## src/rtl/guess_game_param_pkg.sv

```systemverilog
// Shared types for the guessing-game controller: FSM states and the
// maximal-length LFSR tap table for the supported widths.
package guess_pkg;

    typedef enum logic [2:0] {
        S_SPIN,
        S_WAIT,
        S_CHECK,
        S_WIN,
        S_LOSE
    } state_t;

    // Bit (n-1) of the mask is set for polynomial term x^n.
    function automatic logic [15:0] lfsr_taps(input int width);
        case (width)
            4:       return 16'h000C;
            5:       return 16'h0014;
            6:       return 16'h0030;
            7:       return 16'h0060;
            8:       return 16'h00B8;
            9:       return 16'h0110;
            10:      return 16'h0240;
            11:      return 16'h0500;
            12:      return 16'h0829;
            13:      return 16'h100D;
            14:      return 16'h2015;
            15:      return 16'h6000;
            16:      return 16'hD008;
            default: return 16'h0000;
        endcase
    endfunction

endpackage

```

## src/rtl/guess_game_param_lfsr.sv

```systemverilog
// Free-running Fibonacci LFSR; the shift-left form with XOR feedback never
// leaves the nonzero states once seeded with a nonzero value.
module lfsr_gen
    import guess_pkg::*;
#(
    parameter int WIDTH = 8,
    parameter int SEED  = 1
) (
    input  logic             clk,
    input  logic             reset,
    output logic [WIDTH-1:0] state
);

    localparam logic [WIDTH-1:0] TAPS   = WIDTH'(lfsr_taps(WIDTH));
    localparam logic [WIDTH-1:0] SEED_V = WIDTH'(SEED);

    logic feedback;
    assign feedback = ^(state & TAPS);

    always_ff @(posedge clk or posedge reset) begin
        if (reset) state <= SEED_V;
        else       state <= {state[WIDTH-2:0], feedback};
    end

endmodule

```

## src/rtl/guess_game_param.sv

```systemverilog
// Number-guessing game controller: draws a secret from the LFSR on the first
// press, compares each guess, narrows lo/hi hints and tracks wins.
module guess_game_param
    import guess_pkg::*;
#(
    parameter  int WIDTH     = 8,
    parameter  int MAX_TRIES = 7,
    parameter  int LFSR_SEED = 1,
    localparam int TRIES_W   = $clog2(MAX_TRIES + 1)
) (
    input  logic               clk,
    input  logic               reset,
    input  logic               enter,
    input  logic               new_round,
    input  logic [WIDTH-1:0]   guess,
    output logic [WIDTH-1:0]   secret,
    output logic               o_over,
    output logic               o_under,
    output logic               o_equal,
    output logic [TRIES_W-1:0] tries_left,
    output logic [WIDTH-1:0]   lo_bound,
    output logic [WIDTH-1:0]   hi_bound,
    output logic               win,
    output logic               lose,
    output logic [7:0]         rounds_won
);

    if (WIDTH < 4 || WIDTH > 16) begin : g_bad_width
        $error("guess_game_param: WIDTH must be in 4..16");
    end
    if (MAX_TRIES < 1 || MAX_TRIES > 15) begin : g_bad_tries
        $error("guess_game_param: MAX_TRIES must be in 1..15");
    end
    if ((LFSR_SEED % (1 << WIDTH)) == 0) begin : g_bad_seed
        $error("guess_game_param: LFSR_SEED must be nonzero within WIDTH bits");
    end

    localparam logic [TRIES_W-1:0] TRIES_INIT = TRIES_W'(MAX_TRIES);
    localparam logic [TRIES_W-1:0] TRIES_ONE  = TRIES_W'(1);

    state_t           state;
    logic             enter_q;
    logic [WIDTH-1:0] guess_q;
    logic [WIDTH-1:0] lfsr_val;
    logic             enter_rise;

    assign enter_rise = enter & ~enter_q;

    lfsr_gen #(.WIDTH(WIDTH), .SEED(LFSR_SEED)) u_lfsr (
        .clk   (clk),
        .reset (reset),
        .state (lfsr_val)
    );

    always_ff @(posedge clk or posedge reset) begin
        if (reset) begin
            state      <= S_SPIN;
            secret     <= '0;
            o_over     <= 1'b0;
            o_under    <= 1'b0;
            o_equal    <= 1'b0;
            tries_left <= TRIES_INIT;
            lo_bound   <= '0;
            hi_bound   <= '1;
            win        <= 1'b0;
            lose       <= 1'b0;
            rounds_won <= 8'd0;
            enter_q    <= 1'b0;
            guess_q    <= '0;
        end else begin
            enter_q <= enter;
            case (state)
                S_SPIN: begin
                    if (enter_rise) begin
                        secret  <= lfsr_val;
                        guess_q <= guess;
                        state   <= S_CHECK;
                    end
                end
                S_WAIT: begin
                    if (enter_rise) begin
                        guess_q <= guess;
                        state   <= S_CHECK;
                    end
                end
                S_CHECK: begin
                    o_over     <= guess_q > secret;
                    o_under    <= guess_q < secret;
                    o_equal    <= guess_q == secret;
                    tries_left <= tries_left - TRIES_ONE;
                    // Bounds only ever tighten: an out-of-range guess leaves them alone.
                    if (guess_q > secret && guess_q <= hi_bound)
                        hi_bound <= guess_q - 1'b1;
                    if (guess_q < secret && guess_q >= lo_bound)
                        lo_bound <= guess_q + 1'b1;
                    if (guess_q == secret) begin
                        state <= S_WIN;
                        win   <= 1'b1;
                        if (rounds_won != 8'hFF) rounds_won <= rounds_won + 8'd1;
                    end else if (tries_left == TRIES_ONE) begin
                        state <= S_LOSE;
                        lose  <= 1'b1;
                    end else begin
                        state <= S_WAIT;
                    end
                end
                S_WIN, S_LOSE: begin
                    if (new_round) begin
                        state      <= S_SPIN;
                        o_over     <= 1'b0;
                        o_under    <= 1'b0;
                        o_equal    <= 1'b0;
                        win        <= 1'b0;
                        lose       <= 1'b0;
                        tries_left <= TRIES_INIT;
                        lo_bound   <= '0;
                        hi_bound   <= '1;
                    end
                end
                default: state <= S_SPIN;
            endcase
        end
    end

endmodule

```

## config.mk

```make
export PLATFORM = sky130hd
export DESIGN_NAME = guess_game_param
export DESIGN_NICKNAME = d
export VERILOG_FILES = /design/src/rtl/guess_game_param_pkg.sv /design/src/rtl/guess_game_param_lfsr.sv /design/src/rtl/guess_game_param.sv
export SDC_FILE = /design/constraint.sdc
export NUM_CORES = 1
export LEC_CHECK = 0
export ABC_AREA = 1
export CORE_ASPECT_RATIO = 2
export CORE_MARGIN = 5
export CORE_UTILIZATION = 54
export DETAILED_ROUTE_END_ITERATION = 6
export PLACE_DENSITY = 0.88
export SYNTH_ARGS = -nofsm -noshare
export SYNTH_HDL_FRONTEND = slang
export SYNTH_SLANG_ARGS = --single-unit
```

## constraint.sdc

```tcl
create_clock -name clk -period 2.3 [get_ports clk]
set_input_delay 0.345 -clock clk [delete_from_list [all_inputs] [get_ports clk]]
set_output_delay 0.345 -clock clk [all_outputs]
set_load 0.05 [all_outputs]
```

-- Word level (Yosys, flattened, before mapping)
Cells that the tools add are included.
- bitwise operators: 2
- add/subtract/negate cells: 4
- magnitude comparators: 4
- multiplexer cells: 22
- equality and inequality tests: 14
- reductions and logical operators: 16
- operators with widths (kind ; number):
    8-bit two-way mux ; 4
    8-bit case mux with 2 select lines ; 2
    8-bit by 1-bit adder with 8-bit output (second input constant) ; 2
    3-bit two-way mux ; 5
    2-bit != test (second input constant) ; 6
    3-bit AND reduction ; 4
    1-bit case mux with 2 select lines ; 5
    3-bit case mux with 3 select lines ; 1
    8-bit equality test ; 1
    8-bit greater-or-equal comparator ; 1
    8-bit > comparator ; 1
    8-bit less-or-equal comparator ; 1
    8-bit less-than comparator ; 1
    8-bit != test (second input constant) ; 1
    2-bit AND reduction ; 4
    8-bit XOR reduction ; 1
    8-bit by 1-bit subtractor with 8-bit output (second input constant) ; 1
    3-bit by 1-bit equality test with 1-bit output (second input constant) ; 2
    3-bit by 2-bit equality test with 1-bit output (second input constant) ; 2
    3-bit case mux with 2 select lines ; 1
    1-bit two-way mux ; 4
    4-bit AND reduction ; 1
    2-bit OR reduction ; 2
    3-bit equality test (second input constant) ; 1
    other kinds (7) ; 8
- output and inout bits: 40
- logic and storage cells: 76
- input bits: 12
- bits in registers: 60

-- Depth between registers and ports, before layout
- word-level depth: 4
- gate-level depth with buffers: 15

-- Hierarchy
Synthesis repeated with hierarchy kept, for this count alone.
- cells, all modules: 394
- area, all modules: 3453.3 µm²
- modules (own cells, without submodules) (module ; cells each ; instances ; seq. area each (µm²) ; area each (µm²)):
    guess_game_param ; 370 ; 1 ; 1315.0 ; 3184.3
    lfsr_gen ; 24 ; 1 ; 201.4 ; 269.0

-- Worst setup path after synthesis
No wires, ideal clock.
- kind: register to register
- start: reg secret[7]
- end: reg rounds_won[6]
- period minus slack after synthesis: 1966 ps
- required time: 2158 ps
- stages on the path, launching flop included: 11
- arrival: 1824 ps
- slack: 334 ps
- library setup time: 142 ps
- path through: dfrtp_1 -> inv_1 -> ha_1 -> nand2_2 -> nor2_4 -> nand4_4 -> nor2_4 -> nand2_4 -> inv_2 -> nand3_1 -> xnor2_1
- word-level cells in the longest chain between the ends: 2
- ends and longest elaborated chain (item ; line ; source):
    from (decl) ; guess_game_param.sv:16 ; output logic [WIDTH-1:0] secret,
    from (signal assigned) ; guess_game_param.sv:75 ; secret <= lfsr_val;
    8-bit equality test ; guess_game_param.sv:96 ; if (guess_q == secret) begin
    3-bit AND reduction (no source line) ; -- ;
    to (signal assigned) ; guess_game_param.sv:99 ; if (rounds_won != 8'hFF) rounds_won <= rounds_won + 8'd1;
    to (decl) ; guess_game_param.sv:25 ; output logic [7:0] rounds_won
Every way passes these cells.
A chain may end at the register's enable or synchronous reset.

-- Worst setup path in the final report
- start: reg hi_bound[0]
- end: out hi_bound[0]
- RTL lines (item ; line ; source):
    from (decl) ; guess_game_param.sv:22 ; output logic [WIDTH-1:0] hi_bound,
    from (signal assigned) ; guess_game_param.sv:93 ; hi_bound <= guess_q - 1'b1;
No word-level cell between the ends.

==> out/metrics.yaml <==
outcome: "completed"
grt_util_all_layers: 0.2375
drive_above_1_share: 0.1255
total_leakage_power_nw: 2.209
rows: 40
portBuffers: 51
cp-end-kind: "output port"
syn_inst: 391
cp_cell_sequence: "clkdlybuf4s50_1"
cts_tree: "yes"
postRouteAntennaNets: 0
grt_pass1_wl_um: 14350
dpl_cell_area_um2: 3963
die_w_um: 65.51
hold_viol_final: 0
cts_hold_buf: 0
fp.dieH_um: 121.0
yosysMostFrequentCell: "nand2_1"
finalPower_mw: 7.171
fin_ws_ps: 265.2
crit_family: "buffers and inverters"
viasPerCell: 5.581
wl_met1_um: 2878
setup_tns_ps: 0
drtIter0Drc: 123
async_flop_share: 1.000
drcViolationCount: 0
n_antenna_cell: 0
dieArea_um2: 7928
maxSlewViolCount: 0
skew_ps: 4.014
synthXorXnorAreaFrac: 0.03158
cts.sinks: 60
wl_met2_um: 4745
cap_viol_max_count: 0
htree_levels: 3
synthFlopType: "dfrtp_1"
power_density_nw_per_um2: 1667
synth_fa_ha_area_frac: 0.1090
max_freq_ghz: 0.4914
ir_worst_vdd_v: 0.001097
antenna_found_initial: 0
cp-start-kind: "flip-flop"
synth_edf_count: 0
seq_area_frac_synth: 0.4556
cts_resized: 0
synth-compound-area-share: 0.07030
cts_setup_buffers: 0
placed_cells: 509
hpwl_um: 6364
rsz0062_at_grt: "false"
synth-simple-area-share: 0.2617
arrival_ps: 1690
finalWorstPathRequiredPeriod_ps: 2035
initial_core_util: 0.5542
syn_nets: 432
grt_overflow_total: 0
critPathSlowestCell: "clkdlybuf4s50_1"
synthTopCellsByArea: "dfrtp_1 (36%), nand2_1 (11%), ha_1 (11%)"
vias: 2930
finalInstanceArea_um2: 4303
critPathKind: "reg2out"
required_ps: 1960
slew_headroom: 0.6516
cts.path.max_buffers: 2
cp.buffers_inverters: 1
top_layer_used: "met4"
clk_pin_slew_worst_paths_ps: 50
grt_pass1_vias: 3112
root_buffer: "clkbuf_16"
final_util: 0.7165
yosysTopAreaCellShare: 0.3609
cts-buffers-inserted: 9
yosysWarnings: 0
drt-wirelength-per-cell_um: 16.21
setup_viol: 0
clk_latency_ps: 330
synth_commonest_cells: "nand2_1 (100), inv_1 (51), dfrtp_1 (48)"
wl_met3_um: 382
synth_top_family_by_area: "simple AND/OR/NAND/NOR gates"
slowest_delay_ps: 810
syn_area_um2: 3328
synth_largest_area_cell: "dfrtp_1"
worst_pin_slew_ps: 521.9
muxShareOfSynthArea: 0.003383
totalWireLength_um: 8511
hold_class: "in2async"
syn_avg_cell_area_um2: 8.512
ys_ff_latch: 60
grt_max_degree: 39
finalNonFillerCells: 525
core_area_um2: 6006
fin_crit_sh: 0.8847
ios: 52
synth.distinct_cells: 32
hold_slack_ps: 371.6
place.gp.congestion: 0.9098
drtPass1Iterations: 4
preCtsSetupSlack_ps: 356.1
critical_path.max_fanout: 3
area_growth_pct: 29.29
nets: 498
[layer usage]
| layer | up-vias | global-route usage |
|---|---|---|
| met1 | 1394 | 0.2371 |
| met3 | 48 | 0.05375 |
| met2 | 105 | 0.4235 |
| met4 | 0 | 0.1571 |
| met5 | - | 0 |
| li1 | 1383 | - |
[placed cells by master (no fill, tap or decap), types with 3 or more instances in the layout]
cell	instances
nand2_1	100
clkdlybuf4s50_1	51
inv_1	50
dfrtp_1	48
nor2_1	35
ha_1	29
a21oi_1	28
nand3_1	26
dfstp_2	12
o21ai_0	11
clkbuf_16	9
xor2_1	7
xnor2_1	5
buf_4	5
inv_2	4
nand2_2	4
nand4_1	4
nor2_4	3
nor3_1	3
bufinv_16	3
[kinds of logic after synthesis]
kind of cell | count (synthesis)
compound gates | 44
xor+xnor | 12
fa+ha+maj | 29
buf+inv | 58
flops | 60
mux | 1
simple gates | 187
[registers in the layout, summed over array words and instances, names as in the netlist]
name	flops
tries_left	3
o_over	1
rounds_won	8
guess_q	8
lo_bound	8
lose	1
win	1
u_lfsr.state	8
enter_q	1
o_under	1
o_equal	1
secret	8
state	3
hi_bound	8
[path summary, 6_finish.rpt]
path	start	endpoint	slack, ps	depth (start not counted)
setup / recovery	hi_bound[0]$_DFFE_PP1P_	hi_bound[0]	270	1
hold / removal	reset	secret[2]$_DFFE_PP0P_	370	2
setup reg to reg	guess_q[6]$_DFFE_PP0P_	hi_bound[0]$_DFFE_PP1P_	320	11
hold reg to reg	u_lfsr.state[2]$_DFF_PP0_	u_lfsr.state[3]$_DFF_PP0_	370	0
max in group asynchronous	reset	tries_left[0]$_DFFE_PP1P_	1280	3
min in group clk	u_lfsr.state[2]$_DFF_PP0_	u_lfsr.state[3]$_DFF_PP0_	370	0
[cell type report]
class	instances	area, um^2
Fill cell	415	1703
Multi-Input combinational cell	273	1584
Sequential cell	60	1516
Timing Repair Buffer	57	568.0
Clock buffer	9	225.2
Inverter	56	215.2
Clock inverter	7	115.1
Tap cell	63	78.83
[worst register-to-register path: cells and delay by family, from the launching register on]
kind	cells	cell delay (ps)
adder cells (fa/ha/maj)	1	360
flip-flops	1	510
AND/OR/NAND/NOR	10	1060
[report_power, final]
group	internal, mW	switching [mW]	total, mW
Sequential	1.47	0.330	1.80
Clock	1.05	0.484	1.54
Combinational	1.28	2.55	3.84
Total	3.80	3.37	7.17
No activity file was read; power rests on OpenSTA's default activity.
